File: src/rtl/parking_exit_if.sv
// parking_exit_if: exit request, occupancy and gate status signals of the parking exit gate.
interface parking_exit_if #(
  parameter int SLOTS = 4,
  parameter int SLOT_W = 2
);
  logic exit_req;
  logic [SLOT_W-1:0] exit_slot;
  logic [SLOTS-1:0] occupied;
  logic car_passed;
  logic release_valid;
  logic [SLOT_W-1:0] release_slot;
  logic gate_open;
  logic exit_door_light;
  logic error_light;
  logic [7:0] exits_count;
  logic [2:0] state;
  modport master (
    output exit_req, exit_slot, occupied, car_passed,
    input release_valid, release_slot, gate_open, exit_door_light, error_light, exits_count, state
  );
  modport slave (
    input exit_req, exit_slot, occupied, car_passed,
    output release_valid, release_slot, gate_open, exit_door_light, error_light, exits_count, state
  );
endinterface

File: src/rtl/parking_exit_gate.sv
// parking_exit_gate: validates an exit slot, opens the gate with a blinking light and releases the slot once the car has passed.
module parking_exit_gate #(
  parameter int SLOTS = 4,
  parameter int SLOT_W = 2,
  parameter int OPEN_CYCLES = 50,
  parameter int ERR_CYCLES = 14,
  parameter int BLINK_DIV = 2
) (
  input logic clk,
  input logic reset,
  parking_exit_if.slave gate_if
);
  localparam int TMAX = OPEN_CYCLES > ERR_CYCLES ? OPEN_CYCLES : ERR_CYCLES;
  localparam int TW = $clog2(TMAX + 1);
  localparam int BW = $clog2(BLINK_DIV + 1);
  localparam int NS = 2 ** SLOT_W;
  typedef enum logic [2:0] {IDLE = 3'd0, CHECK = 3'd1, OPEN = 3'd2, ERROR = 3'd3} state_e;
  state_e state_q;
  logic req_q, rel_q, gate_q, door_q, err_q;
  logic [SLOT_W-1:0] slot_q;
  logic [TW-1:0] tmr_q;
  logic [BW-1:0] blk_q;
  logic [7:0] cnt_q;
  logic [NS-1:0] occ_ext;
  logic req_edge, blk_wrap, slot_ok, open_end, err_end;
  // zero-padding the bitmap makes any index >= SLOTS read as empty
  assign occ_ext = NS'(gate_if.occupied);
  assign req_edge = gate_if.exit_req & ~req_q;
  assign blk_wrap = blk_q == BW'(BLINK_DIV - 1);
  assign slot_ok = occ_ext[slot_q];
  assign open_end = gate_if.car_passed || tmr_q == TW'(OPEN_CYCLES - 1);
  assign err_end = tmr_q == TW'(ERR_CYCLES - 1);
  always_ff @(posedge clk or posedge reset)
    if (reset) begin
      state_q <= IDLE;
      req_q <= 1'b0;
      rel_q <= 1'b0;
      gate_q <= 1'b0;
      door_q <= 1'b0;
      err_q <= 1'b0;
      slot_q <= '0;
      tmr_q <= '0;
      blk_q <= '0;
      cnt_q <= '0;
    end else begin
      req_q <= gate_if.exit_req;
      rel_q <= 1'b0;
      case (state_q)
        IDLE: if (req_edge) begin
          slot_q <= gate_if.exit_slot;
          state_q <= CHECK;
        end
        CHECK: begin
          tmr_q <= '0;
          blk_q <= '0;
          door_q <= 1'b0;
          err_q <= 1'b0;
          gate_q <= slot_ok;
          state_q <= slot_ok ? OPEN : ERROR;
        end
        OPEN: begin
          tmr_q <= tmr_q + 1'b1;
          blk_q <= blk_wrap ? '0 : blk_q + 1'b1;
          door_q <= door_q ^ blk_wrap;
          if (open_end) begin
            state_q <= IDLE;
            gate_q <= 1'b0;
            door_q <= 1'b0;
            rel_q <= gate_if.car_passed;
            if (gate_if.car_passed && cnt_q != 8'hFF) cnt_q <= cnt_q + 1'b1;
          end
        end
        ERROR: begin
          tmr_q <= tmr_q + 1'b1;
          blk_q <= blk_wrap ? '0 : blk_q + 1'b1;
          err_q <= err_end ? 1'b0 : err_q ^ blk_wrap;
          if (err_end) state_q <= IDLE;
        end
        default: begin
          state_q <= IDLE;
          gate_q <= 1'b0;
          door_q <= 1'b0;
          err_q <= 1'b0;
        end
      endcase
    end
  assign gate_if.release_valid = rel_q;
  assign gate_if.release_slot = slot_q;
  assign gate_if.gate_open = gate_q;
  assign gate_if.exit_door_light = door_q;
  assign gate_if.error_light = err_q;
  assign gate_if.exits_count = cnt_q;
  assign gate_if.state = state_q;
endmodule
File: src/flat_wrapper.sv
// flat-port wrapper written by rule: the top's interface ports become plain ports
module parking_exit_gate_flat 
#(
  parameter int SLOTS = 4,
  parameter int SLOT_W = 2,
  parameter int OPEN_CYCLES = 50,
  parameter int ERR_CYCLES = 14,
  parameter int BLINK_DIV = 2
)
  (clk, reset, gate_if_exit_req, gate_if_exit_slot, gate_if_occupied, gate_if_car_passed, gate_if_release_valid, gate_if_release_slot, gate_if_gate_open, gate_if_exit_door_light, gate_if_error_light, gate_if_exits_count, gate_if_state);
  parking_exit_if #(.SLOTS(SLOTS), .SLOT_W(SLOT_W)) gate_if_i ();
  input logic clk;
  input logic reset;
  input wire logic [$bits(gate_if_i.exit_req)-1:0] gate_if_exit_req;
  input wire logic [$bits(gate_if_i.exit_slot)-1:0] gate_if_exit_slot;
  input wire logic [$bits(gate_if_i.occupied)-1:0] gate_if_occupied;
  input wire logic [$bits(gate_if_i.car_passed)-1:0] gate_if_car_passed;
  output wire logic [$bits(gate_if_i.release_valid)-1:0] gate_if_release_valid;
  output wire logic [$bits(gate_if_i.release_slot)-1:0] gate_if_release_slot;
  output wire logic [$bits(gate_if_i.gate_open)-1:0] gate_if_gate_open;
  output wire logic [$bits(gate_if_i.exit_door_light)-1:0] gate_if_exit_door_light;
  output wire logic [$bits(gate_if_i.error_light)-1:0] gate_if_error_light;
  output wire logic [$bits(gate_if_i.exits_count)-1:0] gate_if_exits_count;
  output wire logic [$bits(gate_if_i.state)-1:0] gate_if_state;
  assign gate_if_i.exit_req = gate_if_exit_req;
  assign gate_if_i.exit_slot = gate_if_exit_slot;
  assign gate_if_i.occupied = gate_if_occupied;
  assign gate_if_i.car_passed = gate_if_car_passed;
  assign gate_if_release_valid = gate_if_i.release_valid;
  assign gate_if_release_slot = gate_if_i.release_slot;
  assign gate_if_gate_open = gate_if_i.gate_open;
  assign gate_if_exit_door_light = gate_if_i.exit_door_light;
  assign gate_if_error_light = gate_if_i.error_light;
  assign gate_if_exits_count = gate_if_i.exits_count;
  assign gate_if_state = gate_if_i.state;
  parking_exit_gate #(.SLOTS(SLOTS), .SLOT_W(SLOT_W), .OPEN_CYCLES(OPEN_CYCLES), .ERR_CYCLES(ERR_CYCLES), .BLINK_DIV(BLINK_DIV)) u_core (.clk(clk), .reset(reset), .gate_if(gate_if_i));
endmodule
File: config.mk
export PLATFORM = sky130hd
export DESIGN_NAME = parking_exit_gate_flat
export DESIGN_NICKNAME = d
export VERILOG_FILES = /design/src/rtl/parking_exit_if.sv /design/src/rtl/parking_exit_gate.sv /design/src/flat_wrapper.sv
export SDC_FILE = /design/constraint.sdc
export NUM_CORES = 1
export LEC_CHECK = 0
export CAP_MARGIN = 20
export CORE_MARGIN = 4
export CORE_UTILIZATION = 52
export CTS_BUF_LIST = sky130_fd_sc_hd__clkbuf_8
export CTS_CLUSTER_DIAMETER = 150
export CTS_CLUSTER_SIZE = 20
export DETAILED_ROUTE_END_ITERATION = 10
export PLACE_DENSITY_LB_ADDON = 0.1
export SLEW_MARGIN = 20
export SYNTH_ARGS = -nofsm -noshare
export SYNTH_HDL_FRONTEND = slang
export SYNTH_SLANG_ARGS = --single-unit
export TNS_END_PERCENT = 20
File: constraint.sdc
create_clock -name clk -period 2.2 [get_ports clk]
set_input_delay 0.44 -clock clk [delete_from_list [all_inputs] [get_ports clk]]
set_output_delay 0.44 -clock clk [all_outputs]
set_load 0.005 [all_outputs]
==> out/results.tsv <==
metric	value	unit
outcome	completed	
fin_worst_skew	0.00408	ns
cp.arrival	1.95	ns
initial_utilization	0.543	
crit_required	2.36	ns
synthSimpleGateAreaFrac	0.177	
ys.flop_type	dfrtp_1	
portBuffers	25	
grt_pass1_wl	4710	um
drt_first_pass_iters	2	
synth_area	1350	um^2
hpwl	2050	um
placed_cells	183	
root_buffer	clkbuf_8	
grt_pass1_vias	1051	
crit_end	u_core.tmr_q[5]	
synth_edf_count	0	
p_per_area	1070	nW/um^2
max_cap_violations	0	
wire_per_inst	14.6	um
reg2reg_from	u_core.gate_if.state[0]	
cp-startpoint	u_core.gate_if.state[0]	
fin_util	0.676	
post-route-drc-count	0	
peakVddDrop	0.740	mV
ys_ff_latch	25	
io_pins	27	
cts-htree-levels	1	
worstHoldPathCells	1	
end_kind	flop	
reg2reg_depth	5	
rows	18	
synth_compound_area_frac	0.129	
dieWidth	58.9	um
critPathKind	reg -> reg	
cts_sinks	25	
synthXorXnorAreaFrac	0.0326	
finalSetupViolCount	0	
power_leakage	0.748	nW
rsz0062_at_grt	false	
fin_nets	177	
fin_crit_sh	0.813	
cts_tree	done	
synth_top_family_by_area	simple AND/OR/NAND/NOR gates	
globalplace.congestion	0.789	
ant_nets	0	
async_flop_share	1.00	
die-area	3460	um^2
max_freq	559	MHz
final_cell_area	1670	um^2
synth-seq-area-share	0.465	
antenna_found_initial	0	
drtIter0Drc	22	
synth_mux_area_frac	0.0763	
postSynthAreaPerCell	10.4	um^2
reg2reg_to	u_core.tmr_q[5]	
dpl_cell_area	1630	um^2
reg2reg_setup_slack	0.41	ns
die_y	58.9	um
slew_viol_final	0	
synth_cell_types	41	
clock_path_buffers	2	
grt_max_degree	26	
instances_no_fill	187	
postCtsSetupBuffers	0	
syn-num-nets	148	
clk_pin_slew	0.08	ns
cts_resized	0	
syn2layout_area_growth	24.5	%
crit_fanout	7	
vias	1013	
final.setup.tns	0	ns
synth_warnings	0	
hold_viol	0	
coreArea	2480	um^2
grt_overflow	0	
wl	2730	um
diodes	0	
hold_path.class	reg -> reg	
vias_per_cell	5.42	
cts_buffers	3	
grt_use_total	0.178	
start_kind	flop	
syn_inst	129	
layout-drive-gt1-share	0.121	
synthAdderAreaFrac	0.0837	
whs	0.484	ns
clock_latency	0.27	ns
cts_hold_repair.buffers	0	
min_period	1.79	ns
==> cell usage after synthesis, types with 2 or more instances <==
library cell	n	share of area
nor2_1	5	0.014
inv_1	9	0.025
nor3_2	3	0.022
xor2_1	3	0.020
nand4_1	2	0.0093
mux2i_1	2	0.015
a31oi_1	2	0.0093
a21oi_1	3	0.011
nand3_1	4	0.015
mux2_2	6	0.050
dfrtp_1	25	0.47
nand2_1	16	0.045
o21ai_0	11	0.041
xnor2_1	2	0.013
nor3b_1	2	0.011
ha_1	9	0.084
==> per-stage QoR <==
stage          setup WS [ns]  total power [mW]
6_report               0.412              1.80
5_1_grt                0.224              1.95
4_1_cts                0.386              1.81
3_5_place_dp           0.405              1.54
3_3_place_gp           0.440              1.50
2_1_floorplan          0.622              1.21
==> worst min path at each step <==
stage                 endpoint             from  slack, ns
2_1_floorplan  u_core.blk_q[1]  u_core.blk_q[1]       0.45
3_3_place_gp   u_core.blk_q[1]  u_core.blk_q[1]       0.46
3_5_place_dp   u_core.blk_q[1]  u_core.blk_q[1]       0.47
4_1_cts        u_core.blk_q[1]  u_core.blk_q[1]       0.49
5_1_grt        u_core.blk_q[1]  u_core.blk_q[1]       0.50
6_report       u_core.blk_q[1]  u_core.blk_q[1]       0.48
==> critical path, stage by stage, from the launching register on <==
cell and delay, ns:
dfrtp_1 0.44, inv_1 0.14, ha_1 0.28, nor2_1 0.16, or2_2 0.31, o41ai_1 0.35
==> kinds of logic (layout without fill, tap and decap cells) <==
kind of cell               Yosys count  after routing
and+or+nand+nor                     42             42
AOI/OAI and AO/OA                   27             27
DFF                                 25             25
buffers and inverters               11             39
adders and majority gates            9              9
muxes                                9              9
xor gates and xnor gates             5              5
other                                1              1
==> layer usage <==
| layer | part of all wire | GRT usage | up-vias | routed length, um |
|---|---|---|---|---|
| met3 | 0.054 | 0.0285 | 5 | 148 |
| met4 | 0.017 | 0.0939 | 0 | 47 |
| met5 | 0 | 0 | - | 0 |
| met1 | 0.47 | 0.233 | 475 | 1280 |
| li1 | - | - | 513 | - |
| met2 | 0.46 | 0.284 | 20 | 1260 |
==> where the power goes <==
part           internal (mW)  total, mW  switching (mW)
sequential             0.573      0.714           0.140
clock                  0.125      0.271           0.145
combinational          0.437      0.815           0.378
total                   1.14       1.80           0.663
==> layout make-up <==
| class | count | area (um^2) |
|---|---|---|
| clock inverters | 1 | 3.75 |
| inverters | 9 | 33.8 |
| well taps | 30 | 37.5 |
| repair buffers | 26 | 258 |
| multi-input cells | 93 | 674 |
| clock buffers | 3 | 41.3 |
| fillers | 209 | 803 |
| flip-flops and latches | 25 | 626 |
==> sequential cells by signal, summed over array words and instances (netlist names) <==
name                            count
u_core.gate_if.release_slot         2
u_core.gate_if.state                2
u_core.gate_if.release_valid        1
u_core.req_q                        1
u_core.gate_if.exits_count          8
u_core.blk_q                        2
u_core.gate_if.error_light          1
u_core.gate_if.exit_door_light      1
u_core.gate_if.gate_open            1
u_core.tmr_q                        6
==> layout by cell type, fill, tap and decap left out, types with 2 or more instances in the layout <==
master	netlist	layout
clkdlybuf4s50_1	0	25
dfrtp_1	25	25
nand2_1	16	16
o21ai_0	11	11
inv_1	9	10
ha_1	9	9
mux2_2	6	6
nor2_1	5	5
nand3_1	4	4
nor3_2	3	3
xor2_1	3	3
a21oi_1	3	3
clkbuf_8	0	3
nand4_1	2	2
a31oi_1	2	2
xnor2_1	2	2
nor3b_1	2	2
mux2i_1	2	2
Note: power is estimated with default switching activity, not from simulation.
